**src/rtl/rain_pkg.sv**
```systemverilog
// Shared types and defaults for the glyph-rain frame sequencer.
package rain_pkg;

   typedef enum logic [1:0] {
      INTRO   = 2'd0,
      RAIN    = 2'd1,
      PAUSE_I = 2'd2,
      PAUSE_R = 2'd3
   } rain_state_e;

   localparam int FRAME_W_DEF = 10;
   localparam int PAL_W_DEF   = 2;

endpackage

```
**src/rtl/vsync_edge_detect.sv**
```systemverilog
// Normalises vsync polarity and produces a one-cycle frame-start pulse on
// the leading edge of the sync pulse.
module vsync_edge_detect #(
   parameter logic VSYNC_ACTIVE = 1'b0
) (
   input  logic clk,
   input  logic reset,
   input  logic vsync,
   output logic fs
);

   logic vs_act;
   logic vs_q;

   assign vs_act = (vsync == VSYNC_ACTIVE);

   // Previous-cycle sync level; resets high so a sync already asserted at
   // reset release is not mistaken for a new frame.
   always_ff @(posedge clk) begin
      if (reset) vs_q <= 1'b1;
      else       vs_q <= vs_act;
   end

   assign fs = vs_act & ~vs_q;

endmodule

```
**src/rtl/rain_frame_sequencer.sv**
```systemverilog
// Frame scheduler for the glyph-rain display: frame index, intro drop flag
// and tear-free palette select, all updated at vsync frame start.
//
// state   | meaning
// --------+----------------------------------------------------------
// INTRO   | animating, intro drop phase (first pass through frames)
// RAIN    | animating, steady rain after the first frame wrap
// PAUSE_I | paused during intro; single-step allowed
// PAUSE_R | paused during rain; single-step allowed
module rain_frame_sequencer
   import rain_pkg::*;
#(
   parameter int   FRAME_W      = FRAME_W_DEF,
   parameter int   PAL_W        = PAL_W_DEF,
   parameter logic VSYNC_ACTIVE = 1'b0
) (
   input  logic               clk,
   input  logic               reset,
   input  logic               vsync,
   input  logic               run,
   input  logic               step,
   input  logic [1:0]         speed,
   input  logic [PAL_W-1:0]   pal_req,
   input  logic               pal_req_valid,
   output logic               pal_req_ready,
   output logic [FRAME_W-1:0] frame,
   output logic               drop_active,
   output logic [PAL_W-1:0]   pal_sel,
   output logic               frame_tick,
   output logic [1:0]         state
);

   logic fs;

   vsync_edge_detect #(.VSYNC_ACTIVE(VSYNC_ACTIVE)) u_edge (
      .clk   (clk),
      .reset (reset),
      .vsync (vsync),
      .fs    (fs)
   );

   rain_state_e        state_q, state_nxt;
   logic [FRAME_W-1:0] frame_q, frame_nxt;
   logic [1:0]         div_q, div_nxt;
   logic               tick_q, tick_nxt;
   logic               step_q, step_nxt;
   logic               pend_valid_q, pend_valid_nxt;
   logic [PAL_W-1:0]   pend_data_q, pend_data_nxt;
   logic [PAL_W-1:0]   pal_q, pal_nxt;
   logic               adv_ok;
   logic               adv;
   logic               paused;

   assign paused = (state_q == PAUSE_I) || (state_q == PAUSE_R);

   // Register all sequencer state; reset discards pending step and palette.
   always_ff @(posedge clk) begin
      if (reset) begin
         state_q      <= INTRO;
         frame_q      <= '0;
         div_q        <= '0;
         tick_q       <= 1'b0;
         step_q       <= 1'b0;
         pend_valid_q <= 1'b0;
         pend_data_q  <= '0;
         pal_q        <= '0;
      end else begin
         state_q      <= state_nxt;
         frame_q      <= frame_nxt;
         div_q        <= div_nxt;
         tick_q       <= tick_nxt;
         step_q       <= step_nxt;
         pend_valid_q <= pend_valid_nxt;
         pend_data_q  <= pend_data_nxt;
         pal_q        <= pal_nxt;
      end
   end

   // Next-state: divider, run/pause/step FSM, frame advance and palette apply.
   always_comb begin
      state_nxt      = state_q;
      frame_nxt      = frame_q;
      div_nxt        = div_q;
      tick_nxt       = 1'b0;
      step_nxt       = step_q;
      pend_valid_nxt = pend_valid_q;
      pend_data_nxt  = pend_data_q;
      pal_nxt        = pal_q;
      adv_ok         = 1'b0;
      adv            = 1'b0;

      if (fs) begin
         if (div_q == speed) begin
            adv_ok  = 1'b1;
            div_nxt = '0;
         end else begin
            div_nxt = div_q + 2'd1;
         end

         case (state_q)
            INTRO, RAIN: begin
               if (!run) state_nxt = (state_q == INTRO) ? PAUSE_I : PAUSE_R;
               else      adv = adv_ok;
            end
            PAUSE_I, PAUSE_R: begin
               // Resuming behaves like a running frame start, divider included.
               if (run) begin
                  state_nxt = (state_q == PAUSE_I) ? INTRO : RAIN;
                  adv       = adv_ok;
                  step_nxt  = 1'b0;
               end else if (step_q) begin
                  adv      = 1'b1;
                  step_nxt = 1'b0;
               end
            end
            default: state_nxt = INTRO;
         endcase

         if (pend_valid_q) begin
            pal_nxt        = pend_data_q;
            pend_valid_nxt = 1'b0;
         end
      end

      if (adv) begin
         frame_nxt = frame_q + 1'b1;
         tick_nxt  = 1'b1;
         // The first wrap of the frame counter ends the intro phase.
         if (frame_q == '1) begin
            if (state_nxt == INTRO)        state_nxt = RAIN;
            else if (state_nxt == PAUSE_I) state_nxt = PAUSE_R;
         end
      end

      // A step seen on the frame-start cycle itself waits for the next one.
      if (step && paused && !(fs && run)) step_nxt = 1'b1;

      if (pal_req_valid && !pend_valid_q) begin
         pend_valid_nxt = 1'b1;
         pend_data_nxt  = pal_req;
      end
   end

   assign pal_req_ready = ~pend_valid_q;
   assign frame         = frame_q;
   assign drop_active   = (state_q == INTRO) || (state_q == PAUSE_I);
   assign pal_sel       = pal_q;
   assign frame_tick    = tick_q;
   assign state         = state_q;

endmodule

```
**config.mk**
```make
export PLATFORM = sky130hd
export DESIGN_NAME = rain_frame_sequencer
export DESIGN_NICKNAME = d
export VERILOG_FILES = /design/src/rtl/rain_pkg.sv /design/src/rtl/vsync_edge_detect.sv /design/src/rtl/rain_frame_sequencer.sv
export SDC_FILE = /design/constraint.sdc
export NUM_CORES = 1
export LEC_CHECK = 0
export BUFFER_PORTS_ARGS = -buffer_cell sky130_fd_sc_hd__buf_2
export CAP_MARGIN = 10
export CORE_UTILIZATION = 50
export CTS_CLUSTER_SIZE = 40
export DETAILED_ROUTE_END_ITERATION = 8
export GPL_TIMING_DRIVEN = 0
export PLACE_DENSITY = 0.77
export SLEW_MARGIN = 10
export SYNTH_ARGS = -nofsm -noshare
export SYNTH_HDL_FRONTEND = slang
export SYNTH_SLANG_ARGS = --single-unit
```
**constraint.sdc**
```tcl
create_clock -name clk -period 2.5 [get_ports clk]
set_input_delay 0.25 -clock clk [delete_from_list [all_inputs] [get_ports clk]]
set_output_delay 0.25 -clock clk [all_outputs]
set_load 0.005 [all_outputs]
```
==> metrics.json <==
{
  "pin_slew_with_the_least_headroom_to_its_limit_ns": 0.684,
  "cts_max_path_buffers": 2,
  "htreeDepth": 1,
  "mean_cell_area_of_the_mapped_netlist_um2": 8.96,
  "synth.top_cells.by_count": "dfxtp_1, a21oi_1, nand2_1",
  "final.min_clock_period_ns": 1.64,
  "wl_um": 1980,
  "pwr-share-comb_pct": 8.0,
  "ant_nets": 0,
  "critPathLaunchType": "register",
  "core_area_mm2": 0.00180,
  "drc_violation_count_after_routing": 0,
  "synthesis.instances": 111,
  "path_max_fanout": 10,
  "clk_root_buffer_cell": "clkbuf_4",
  "cellLeakagePower_nw": 0.464,
  "place.detailed.instances": 162,
  "final_critical_path_setup_slack_ns": 0.856,
  "post_drt_wl_per_cell_um": 11.9,
  "hpwl_um": 1450,
  "power.density_cell_area_mw_per_mm2": 511,
  "post-cts-setup-buffer-count": 0,
  "power.share.clock_pct": 32.5,
  "final-setup-viol-count": 0,
  "required_ns": 2.75,
  "slew_headroom_pct": 54.2,
  "io-pin-count": 27,
  "grt_setup_unrepaired": "false",
  "route.vias.total": 906,
  "fillerInstances": 163,
  "yosys.area.top_type": "dfxtp_1",
  "timing.final.max_slew_violations": 0,
  "via_to_cell_ratio": 5.46,
  "die_height_um": 46.6,
  "synth_edf_count": 0,
  "clock-skew-final_ns": 0.000846,
  "drt-initial-drc-count": 21,
  "clock_latency_reported_for_the_late_side_of_the_worst_skew_pair_ns": 0.31,
  "placer_s_final_routability_congestion_estimate": 0.802,
  "synth_top_cells_by_area": "dfxtp_1, a21oi_1, or4_1, nand2_1, o31ai_1",
  "ys_types": 33,
  "die_x_um": 46.6,
  "cts.hold.buffers_added": 0,
  "seqCellArea_um2": 440,
  "cts_tree": "yes",
  "multiInputGateArea_um2": 512,
  "share_of_post_route_cells_with_drive_strength_above_1_pct": 27.0,
  "grt_remaining_overflow": 0,
  "netlist_area_um2": 995,
  "post-synth-top-area-fraction_pct": 44.3,
  "stdcell_count": 166,
  "yosys_register_bits": 22,
  "outcome": "completed",
  "initial_core_util_pct": 55.2,
  "sequentialPowerShare_pct": 59.5,
  "worst_hold_path_type": "in2reg",
  "global_route_wire_length_before_repair_um": 3370,
  "irDropWorstVdd_mv": 0.295,
  "cts_sinks": 22,
  "antenna_found_initial": 0,
  "internal_power_w": 0.000468,
  "die_area_mm2": 0.00217,
  "dp_worst_setup_slack_ns": 0.862,
  "grtUsageTotal_pct": 22.3,
  "final.setup.tns_ns": 0,
  "fmax_mhz": 608,
  "endpoint_kind": "register",
  "synthMostInstantiatedCell": "dfxtp_1",
  "sequential_fraction_of_the_synthesis_area_pct": 44.3,
  "clock_slew_at_the_register_clock_pins_of_the_worst_setup_and_hold_paths_ns": 0.12,
  "finalCritPeriodShare_pct": 65.8,
  "synth_top_flop_cell": "dfxtp_1",
  "grt_start_max_net_pins": 13,
  "vias_in_the_first_global_route": 824,
  "port_buffers": 26,
  "syn_nets": 122,
  "cap_viol_max_count": 0,
  "numCtsBuffers": 3,
  "hold_violations": 0,
  "critical_path_arrival_ns": 1.89,
  "final.hold.worst_slack_ns": 0.131,
  "ys_warn_count": 0,
  "p_sw_w": 0.000142,
  "drtPass1Iterations": 4,
  "rows": 15,
  "timing.setup.critical_path_class": "reg2reg",
  "switching_power_as_a_share_of_total_power_pct": 23.3,
  "post_cts_resized": 0,
  "ys_async_sr_fraction_pct": 0,
  "n_antenna_cell": 0,
  "finish.net_count": 153,
  "area_delta_synth_final_pct": 19.9
}
## sequential cells by signal (all words and copies together) (netlist names)
signal / cells
step_q: 1
frame: 10
frame_tick: 1
state: 2
u_edge.vs_q: 1
div_q: 2
pend_data_q: 2
pal_sel: 2
pend_valid_q: 1
## through the flow
stage | util [%] | instance area, um2 | total power [W]
5_1_grt | 66.2 | 1190 | 0.000636
2_1_floorplan | - | 995 | 0.000401
6_report | 66.2 | 1190 | 0.000610
4_1_cts | 66.2 | 1190 | 0.000615
3_3_place_gp | 64.2 | 1160 | 0.000419
3_5_place_dp | 64.2 | 1160 | 0.000420
## cell type report
class	instances	area share, %
Sequential cell	22	36.9
Clock buffer	4	3.04
Buffer	5	2.31
Multi-Input combinational cell	80	42.9
Timing Repair Buffer	26	10.9
Tap cell	25	2.62
Inverter	4	1.26
## layer usage
layer	wire length [um]	GRT usage, %	share of wire (%)	up-vias
met5	0	0	0	-
met4	32	8.82	1.6	0
met3	81	4.71	4.1	5
met2	927	38.6	47	22
met1	941	26.3	47	414
li1	-	-	-	465
## critical path: stages, from the launching register on
cell and delay [ns]:
dfxtp_1 0.36, xnor2_2 0.23, a31oi_2 0.17, buf_6 0.17, or4_1 0.50, a21oi_1 0.15
## logic make-up (layout without fill, tap and decap cells)
group,count (synthesis),in the layout,share of synthesized area [%]
and+or+nand+nor,42,42,25.0
adders and majority gates,1,1,1.26
buffers and inverters,9,39,4.28
DFF,22,22,44.3
AOI/OAI and AO/OA,33,33,20.6
xor gates and xnor gates,2,2,2.52
muxes,2,2,2.01
## final timing paths
check	depth (start not counted)	slack, ns	endpoint	start
max	5	0.86	frame[8]	div_q[1]
min	2	0.13	u_edge.vs_q	vsync
max reg2reg	5	0.86	frame[8]	div_q[1]
min reg2reg	2	0.47	pal_sel[1]	pal_sel[1]
## cells in the final DEF, fill, tap and decap left out, types with 2 or more instances in the layout
master	n
or3_1	4
nand3_1	4
clkbuf_1	3
nor2_1	8
o31ai_1	5
buf_2	27
a21oi_1	16
clkbuf_4	3
dfxtp_1	22
o21ai_0	5
nand2_1	10
mux2i_1	2
a211oi_1	2
or4_1	6
inv_1	4
## power groups by stage
stage	sequential [W]	clock, W	combinational (W)
floorplan	0.000370	0	0.0000309
global placement	0.000370	0	0.0000486
detailed placement	0.000371	0	0.0000492
CTS	0.000363	0.000203	0.0000495
global route	0.000364	0.000217	0.0000554
finish	0.000363	0.000198	0.0000490
Note: power is estimated with default switching activity, not from simulation.
